--- src/rtl/if_fetch_unit.sv ---
// Instruction fetch stage: owns the PC, fetches words over a req/ready port and feeds IF/ID.
// Optional fetch/squash performance counters are enabled with `define IF_FETCH_PERF_EN.
module if_fetch_unit #(
    parameter logic [63:0] RESET_PC  = 64'h0,
    parameter logic [31:0] NOP_INSTR = 32'hD503201F
) (
    input  logic        clk,
    input  logic        reset,
    input  logic        stall,
    input  logic        br_taken,
    input  logic        uncond_br,
    input  logic [63:0] br_pc,
    input  logic [18:0] condAddr19,
    input  logic [25:0] brAddr26,
    output logic        imem_req,
    output logic [63:0] imem_addr,
    input  logic        imem_ready,
    input  logic [31:0] imem_rdata,
    output logic [31:0] instruction,
    output logic [63:0] pc_plus4,
`ifdef IF_FETCH_PERF_EN
    output logic [31:0] fetch_count,
    output logic [31:0] squash_count,
`endif
    output logic        fetch_valid
);

    localparam int unsigned XLEN = 64;
    localparam int unsigned ILEN = 32;

    typedef enum logic [1:0] {IDLE, FETCH, DRAIN, HOLD} state_e;

    state_e            state_q, state_d;
    logic [XLEN-1:0]   pc_q, pc_d;
    logic [XLEN-1:0]   tgt_q, tgt_d;
    logic [ILEN-1:0]   hold_q, hold_d;
    logic [ILEN-1:0]   instr_q, instr_d;
    logic [XLEN-1:0]   pp4_q, pp4_d;
    logic              fv_q, fv_d;
    logic              req_q, req_d;
    logic [XLEN-1:0]   br_target;
    logic [XLEN-1:0]   pc_inc;

    // Word offset sign-extended to 62 bits, then scaled to a byte offset.
    assign br_target = br_pc + (uncond_br ? {{36{brAddr26[25]}}, brAddr26, 2'b00}
                                          : {{43{condAddr19[18]}}, condAddr19, 2'b00});
    assign pc_inc    = pc_q + XLEN'(4);

    always_ff @(posedge clk or negedge reset) begin
        if (!reset) state_q <= IDLE;
        else        state_q <= state_d;
    end

    always_comb begin
        state_d = state_q;
        case (state_q)
            IDLE:  state_d = FETCH;
            FETCH: begin
                if (br_taken)                  state_d = imem_ready ? FETCH : DRAIN;
                else if (imem_ready && stall)  state_d = HOLD;
            end
            DRAIN: if (imem_ready)             state_d = FETCH;
            HOLD:  if (br_taken || !stall)     state_d = FETCH;
            default:                           state_d = IDLE;
        endcase
    end

    // Datapath next values; a redirect always forces a bubble regardless of stall.
    always_comb begin
        pc_d    = pc_q;
        tgt_d   = tgt_q;
        hold_d  = hold_q;
        instr_d = instr_q;
        pp4_d   = pp4_q;
        fv_d    = fv_q;
        case (state_q)
            IDLE: if (br_taken) pc_d = br_target;
            FETCH: begin
                if (br_taken) begin
                    if (imem_ready) pc_d  = br_target;
                    else            tgt_d = br_target;
                end else if (imem_ready && !stall) begin
                    instr_d = imem_rdata;
                    pp4_d   = pc_inc;
                    fv_d    = 1'b1;
                    pc_d    = pc_inc;
                end else if (imem_ready && stall) begin
                    hold_d = imem_rdata;
                end else if (!stall) begin
                    instr_d = NOP_INSTR;
                    fv_d    = 1'b0;
                end
            end
            DRAIN: begin
                if (imem_ready)    pc_d  = br_taken ? br_target : tgt_q;
                else if (br_taken) tgt_d = br_target;
            end
            HOLD: begin
                if (br_taken) begin
                    pc_d = br_target;
                end else if (!stall) begin
                    instr_d = hold_q;
                    pp4_d   = pc_inc;
                    fv_d    = 1'b1;
                    pc_d    = pc_inc;
                end
            end
            default: pc_d = pc_q;
        endcase
        if (br_taken) begin
            instr_d = NOP_INSTR;
            fv_d    = 1'b0;
        end
        req_d = (state_d == FETCH) || (state_d == DRAIN);
    end

    always_ff @(posedge clk or negedge reset) begin
        if (!reset) begin
            pc_q    <= RESET_PC;
            tgt_q   <= '0;
            hold_q  <= '0;
            instr_q <= NOP_INSTR;
            pp4_q   <= '0;
            fv_q    <= 1'b0;
            req_q   <= 1'b0;
        end else begin
            pc_q    <= pc_d;
            tgt_q   <= tgt_d;
            hold_q  <= hold_d;
            instr_q <= instr_d;
            pp4_q   <= pp4_d;
            fv_q    <= fv_d;
            req_q   <= req_d;
        end
    end

    assign imem_req    = req_q;
    assign imem_addr   = pc_q;
    assign instruction = instr_q;
    assign pc_plus4    = pp4_q;
    assign fetch_valid = fv_q;

`ifdef IF_FETCH_PERF_EN
    logic        deliver;
    logic        squash;
    logic [31:0] fcnt_q, scnt_q;

    assign deliver = !br_taken && !stall &&
                     ((state_q == FETCH && imem_ready) || state_q == HOLD);
    assign squash  = (state_q == DRAIN && imem_ready) ||
                     (br_taken && ((state_q == FETCH && imem_ready) || state_q == HOLD));

    // Saturating event counters.
    always_ff @(posedge clk or negedge reset) begin
        if (!reset) begin
            fcnt_q <= '0;
            scnt_q <= '0;
        end else begin
            if (deliver && fcnt_q != 32'hFFFF_FFFF) fcnt_q <= fcnt_q + 32'd1;
            if (squash  && scnt_q != 32'hFFFF_FFFF) scnt_q <= scnt_q + 32'd1;
        end
    end

    assign fetch_count  = fcnt_q;
    assign squash_count = scnt_q;
`endif

endmodule

--- config.mk ---
export PLATFORM = sky130hd
export DESIGN_NAME = if_fetch_unit
export DESIGN_NICKNAME = d
export VERILOG_FILES = /design/src/rtl/if_fetch_unit.sv
export SDC_FILE = /design/constraint.sdc
export NUM_CORES = 1
export LEC_CHECK = 0
export CORE_MARGIN = 5
export CORE_UTILIZATION = 58
export DETAILED_ROUTE_END_ITERATION = 12
export PLACE_DENSITY_LB_ADDON = 0.05
export SETUP_SLACK_MARGIN = 0.15
export SLEW_MARGIN = 20
export SYNTH_ARGS = -nofsm -noshare
export SYNTH_HDL_FRONTEND = slang
export SYNTH_SLANG_ARGS = --single-unit
--- constraint.sdc ---
create_clock -name clk -period 4.08 [get_ports clk]
set_input_delay 0.816 -clock clk [delete_from_list [all_inputs] [get_ports clk]]
set_output_delay 0.816 -clock clk [all_outputs]
set_load 0.005 [all_outputs]
==> flow_metrics.tcl, run 1 <==
set metrics [dict create \
    status "finished, final reports clean" \
    slew_headroom 0.4181 \
    drtPass1Iterations 6 \
    clockPowerShare 0.200 \
    io_pins 309 \
    swShare 0.3687 \
    route.detailed.drc 0 \
    critPathKind "in -> reg" \
    p_total_mw 11.71 \
    cp-end-kind "register" \
    clk_path_buf_depth 3 \
    syn_area_per_cell_sq_um 8.368 \
    drive_gt1_frac 0.1859 \
    power_frac_seq 0.374 \
    clock_tree.root_cell "clkbuf_16" \
    ys.flop_type "dfrtp_1" \
    place_congestion 0.9562 \
    synth_area_leaders "dfrtp_1 (37%), nand2_1 (7.8%), o21ai_0 (7.1%), ha_1 (4.7%), a21oi_1 (4.1%)" \
    final_hold_viol_count 0 \
    fin_nets 2694 \
    synth_cells 1982 \
    synth_top_family_by_area "compound AO/OA/AOI/OAI gates" \
    synth-xor-area-share 0.05598 \
    timing.fmax_mhz 259.4 \
    grt_max_degree 95 \
    overflow 0 \
    clk_latency_ns 0.53 \
    arrival_ns 4.32 \
    grt_setup_unrepaired "no" \
    dp_hpwl_um 44970 \
    grt_pass1_vias 17206 \
    p_leak_nw 9.982 \
    hp-class "in -> async" \
    worst_slew_pin_slew_ns 0.8656 \
    layout_commonest_cell "nand2_1" \
    synth_mux_area_frac 0.04157 \
    fin_setup_tns_ns 0 \
    startpoint_type "input pin" \
    io_buffers 308 \
    synth_top_area_cell "dfrtp_1" \
    path_clk_slew_ns 0.07 \
    area_growth_pct 39.06 \
    p_sw_mw 4.318 \
    grt_pass1_wl_um 92140 \
    cts_sinks 260 \
    drt_iter0_drc 1958 \
    synth_cell_type_count 81 \
    maxCapViolations 0 \
    pwr_density_cell_nw_per_um2 507.8 \
    synth_top_area_frac 0.3727 \
    yosys_warnings 0 \
    setup_viol_count_final 0 \
    die_h_um 179.1 \
    fill_cells 1917 \
    rows 62 \
    drt_wl_total_um 59700 \
    n_antenna_cell 0 \
    antenna_found_initial 0 \
    syn-num-nets 2192 \
    start_util 0.5825 \
    synth_compound_gate_area_share 0.2284 \
    die_area_sq_um 32080 \
    fin_skew_ns 0.02038 \
    ant_nets 0 \
    dieWidth_um 179.1 \
    required_ns 4.55 \
    avgRoutedWirePerCell_um 20.69 \
    ir_worst_vdd_mv 0.3816 \
    htreeDepth 1 \
    synth-async-reset-ratio 1.000 \
    maxSlewViolCount 0 \
    ys_seq_area_frac 0.3933 \
    holdWs_ns 0.3181 \
    synth_seq_cells 260 \
    num_vias 17661 \
    synth-edff-count 0 \
    cts_buffers 25 \
    yosys.area_share.adder 0.04798 \
    crit_fanout 5 \
    fin_crit_sh 0.9449 \
    final_cell_mix "nand2_1 (341), clkdlybuf4s50_1 (306), buf_4 (275)" \
    synth_area_sq_um 16580 \
    fin_crit_ns 3.855 \
    cts_hold_buf 0 \
    cts_tree "built" \
    grt_usage 0.3576 \
    pwr-share-comb 0.427 \
    yosys.area_share.simple 0.1984 \
    viasPerCell 6.122 \
    core_sq_um 28470 \
    p_int_mw 7.394 \
]
layout make-up:
cell class / count / area [sq um] / area share
Clock buffer: 35 / 723.2 / 0.03136
Clock inverter: 9 / 98.84 / 0.004286
Inverter: 33 / 123.9 / 0.005371
Multi-Input combinational cell: 1572 / 9783 / 0.4242
Sequential cell: 260 / 6523 / 0.2828
Tap cell: 384 / 480.5 / 0.02083
Timing Repair Buffer: 592 / 5331 / 0.2312
final timing paths:
path                       slack, ns             end     startpoint  cells after the start
max                             0.22       tgt_q[62]    brAddr26[0]                     16
min                             0.32  instruction[8]          reset                      1
max reg2reg                     0.66   imem_addr[58]  imem_addr[41]                      9
min reg2reg                     0.48    pc_plus4[19]   pc_plus4[19]                      2
max in group asynchronous       2.84   imem_addr[38]          reset                      2
min in group clk                0.48    pc_plus4[19]   pc_plus4[19]                      2
power by group through the flow:
stage	combinational (mW)	sequential, mW	clock (mW)
6_report	5.00	4.38	2.34
5_1_grt	5.39	4.47	2.45
2_1_floorplan	2.19	4.17	0
3_3_place_gp	4.68	4.30	0
4_1_cts	4.88	4.34	2.34
3_5_place_dp	4.82	4.37	0
through the flow:
step             util  setup slack [ns]  instances  area [sq um]
3_3_place_gp   0.7709           -0.5194       2835         21950
3_5_place_dp   0.7709           -0.6193       2835         21950
5_1_grt        0.8101           0.08787       2885         23060
4_1_cts        0.8024            0.1020       2881         22840
6_report       0.8101            0.2249       2885         23060
2_1_floorplan       -            0.1513       1982         16600
kinds of logic (layout without fill, tap and decap cells):
| group | after synthesis | count (layout) |
|---|---|---|
| compound gates | 622 | 622 |
| xor+xnor | 106 | 106 |
| fa+ha+maj | 63 | 63 |
| buf+inv | 150 | 669 |
| flops | 260 | 260 |
| mux | 62 | 62 |
| simple gates | 719 | 719 |
registers in the layout, indices dropped and copies added, names as in the netlist:
name / count
fetch_valid: 1
imem_addr: 64
state_q: 2
pc_plus4: 64
tgt_q: 64
instruction: 32
hold_q: 32
imem_req: 1
per-layer routing:
layer / global-route usage / vias up / share of wire
met5: 0 / - / 0
met1: 0.4917 / 8390 / 0.41
li1: - / 8113 / -
met3: 0.07318 / 141 / 0.11
met2: 0.5757 / 1017 / 0.45
met4: 0.1047 / 0 / 0.032
critical path: stages:
cell	delay [ns]
clkdlybuf4s50_1	0.46
mux2_2	0.18
ha_4	0.14
inv_1	0.05
fa_2	0.35
nor2b_1	0.15
o31a_1	0.22
o31ai_4	0.11
buf_4	0.15
o31ai_4	0.24
a21oi_1	0.10
buf_4	0.16
o211ai_1	0.45
a21oi_2	0.14
or4_1	0.49
nand3_1	0.09
synthesized netlist by cell type (all sizes together), types with 7 or more instances:
library cell and n:
mux2 55, nor4 14, nand2 343, dfstp 13, nand2b 12, clkbuf 110
mux2i 7, ha 62, o21ai 237, buf 7, or3 11, a21oi 136
o211ai 11, nor3b 8, a22oi 33, o21a 15, nand4 40, a21o 27
xor2 54, a31oi 29, nor3 27, and3 20, and2 13, o31ai 15
a21boi 9, dfrtp 247, o22ai 18, and4 8, o21bai 19, nand3 48
nor2 154, inv 33, xnor2 52, a211oi 13
what timing repair did:
action	4_1_cts	5_1_grt
endpoints found under the hold margin	0	0
resized for setup	16	33
setup endpoints to repair	22	60
buffers inserted	2	3
pin swaps	4	14
gates cloned	0	1
(Power assumes the default switching activity.)
==> inputs of run 2 (changes only) <==
--- a/config.mk
+++ b/config.mk
@@ -9,7 +9,6 @@
 export CORE_UTILIZATION = 58
 export DETAILED_ROUTE_END_ITERATION = 12
 export PLACE_DENSITY_LB_ADDON = 0.05
-export SETUP_SLACK_MARGIN = 0.15
 export SLEW_MARGIN = 20
 export SYNTH_ARGS = -nofsm -noshare
 export SYNTH_HDL_FRONTEND = slang
==> flow_metrics.tcl, run 2 (synthesis results as in run 1) <==
set metrics [dict create \
    layout_commonest_cell "nand2_1" \
    overflow 0 \
    final_hold_viol_count 0 \
    r2r_slack_ns 0.71 \
    dieWidth_um 179.1 \
    worstPathCellList "clkdlybuf4s50_1 -> buf_12 -> mux2_2 -> ha_1 -> buf_4 -> a211oi_2 -> o21ai_1 -> nand3b_1 -> o211ai_1 -> buf_4 -> o21ai_1 -> nand3_1 -> a311oi_4 -> nor4_1 -> or3_1" \
    wl_met2_um 27070 \
    clock_tree.root_cell "clkbuf_16" \
    place_congestion 0.9769 \
    grt_usage 0.3590 \
    drt_wl_total_um 59750 \
    required_ns 4.48 \
    io_pins 309 \
    path_clk_slew_ns 0.06 \
    maxCapViolations 0 \
    cts_buffers 25 \
    slew_headroom 0.3616 \
    ant_nets 0 \
    start_util 0.5825 \
    io_buffers 308 \
    grt_setup_unrepaired "yes" \
    die_area_sq_um 32080 \
    cp-end-kind "register" \
    critPathSlowestCell "clkdlybuf4s50_1" \
    cts_sinks 260 \
    hp-class "in -> async" \
    fin_nets 2714 \
    route.detailed.drc 0 \
    status "finished, final reports clean" \
    htreeDepth 1 \
    avgRoutedWirePerCell_um 20.58 \
    drt_iter0_drc 2153 \
    wl_met3_um 6566 \
    maxSlewViolCount 0 \
    worst_slew_pin_slew_ns 0.9576 \
    fin_crit_sh 0.9704 \
    clk_latency_ns 0.53 \
    cts_tree "built" \
    p_leak_nw 10.02 \
    arrival_ns 4.36 \
    regToRegEndpoint "imem_addr[58]" \
    path_buf_inv 4 \
    critPathKind "in -> reg" \
    area_growth_pct 38.95 \
    final_cell_mix "nand2_1 (342), clkdlybuf4s50_1 (307), buf_4 (299)" \
    num_vias 17824 \
    ir_worst_vdd_mv 0.2806 \
    critPathTopFamily "compound AO/OA/AOI/OAI gates" \
    top_layer "met4" \
    drive_gt1_frac 0.1889 \
    pwr_density_cell_nw_per_um2 508.0 \
    grt_pass1_wl_um 92180 \
    dp_hpwl_um 44710 \
    n_antenna_cell 0 \
    grt_max_degree 108 \
    die_h_um 179.1 \
    clk_path_buf_depth 3 \
    antenna_found_initial 0 \
    cts_hold_buf 0 \
    core_sq_um 28470 \
    timing.fmax_mhz 252.6 \
    reg2reg_from "imem_addr[42]" \
    cp_slowest_stage_delay_ns 0.50 \
    m1WireLength_um 24300 \
    worst_r2r_path_depth 9 \
    startpoint_type "input pin" \
    setup_viol_count_final 0 \
    rows 62 \
    grt_pass1_vias 17182 \
    fin_crit_ns 3.959 \
    place_inst 2859 \
    viasPerCell 6.138 \
    crit_fanout 15 \
    drtPass1Iterations 5 \
    p_total_mw 11.71 \
    fin_skew_ns 0.01281 \
    layoutNonFillerInstCount 2904 \
]
[run 2: repair_timing]
item                       in CTS  in global routing
pin swaps                       0                  5
gates resized for setup         1                 26
buffers inserted                0                  2
setup endpoints to repair       3                 31
[run 2: per-stage QoR]
step           TNS (ns)  setup WS, ns    util  hold slack (ns)  instance area (sq um)
5_1_grt         -0.1300      -0.05876  0.8094           0.4104                  23040
6_report              0        0.1209  0.8094           0.3338                  23040
4_1_cts               0      0.004360  0.8050           0.4015                  22920
3_3_place_gp     -14.55       -0.4511  0.7763           0.4563                  22100
3_5_place_dp     -21.84       -0.5853  0.7763           0.4655                  22100
2_1_floorplan         0       0.09861       -           0.4429                  16600
[run 2: worst max path at each step]
stage	start	end	slack, ns	cells after the start
2_1_floorplan	uncond_br	imem_addr[41]	0.1	14
3_3_place_gp	uncond_br	imem_addr[63]	-0.45	15
3_5_place_dp	uncond_br	imem_addr[63]	-0.59	15
4_1_cts	uncond_br	imem_addr[63]	0.004	15
5_1_grt	uncond_br	imem_addr[63]	-0.06	15
6_report	uncond_br	imem_addr[63]	0.12	15
[run 2: area by class of cell]
type	instances	area, sq um
Clock buffer	30	674.4
Clock inverter	13	138.9
Fill cell	1916	5425
Inverter	33	123.9
Multi-Input combinational cell	1572	9672
Sequential cell	260	6523
Tap cell	384	480.5
Timing Repair Buffer	612	5433
[run 2: routing by layer]
metal  up-vias  track usage
li1       8161            -
met1      8467       0.4999
met4         0       0.1050
met3       150      0.06495
met5         -            0
met2      1046       0.5774
[run 2: power breakdown]
part           internal, mW  switching, mW
clock                  1.31           1.02
combinational          2.55           2.47
sequential             3.49          0.866
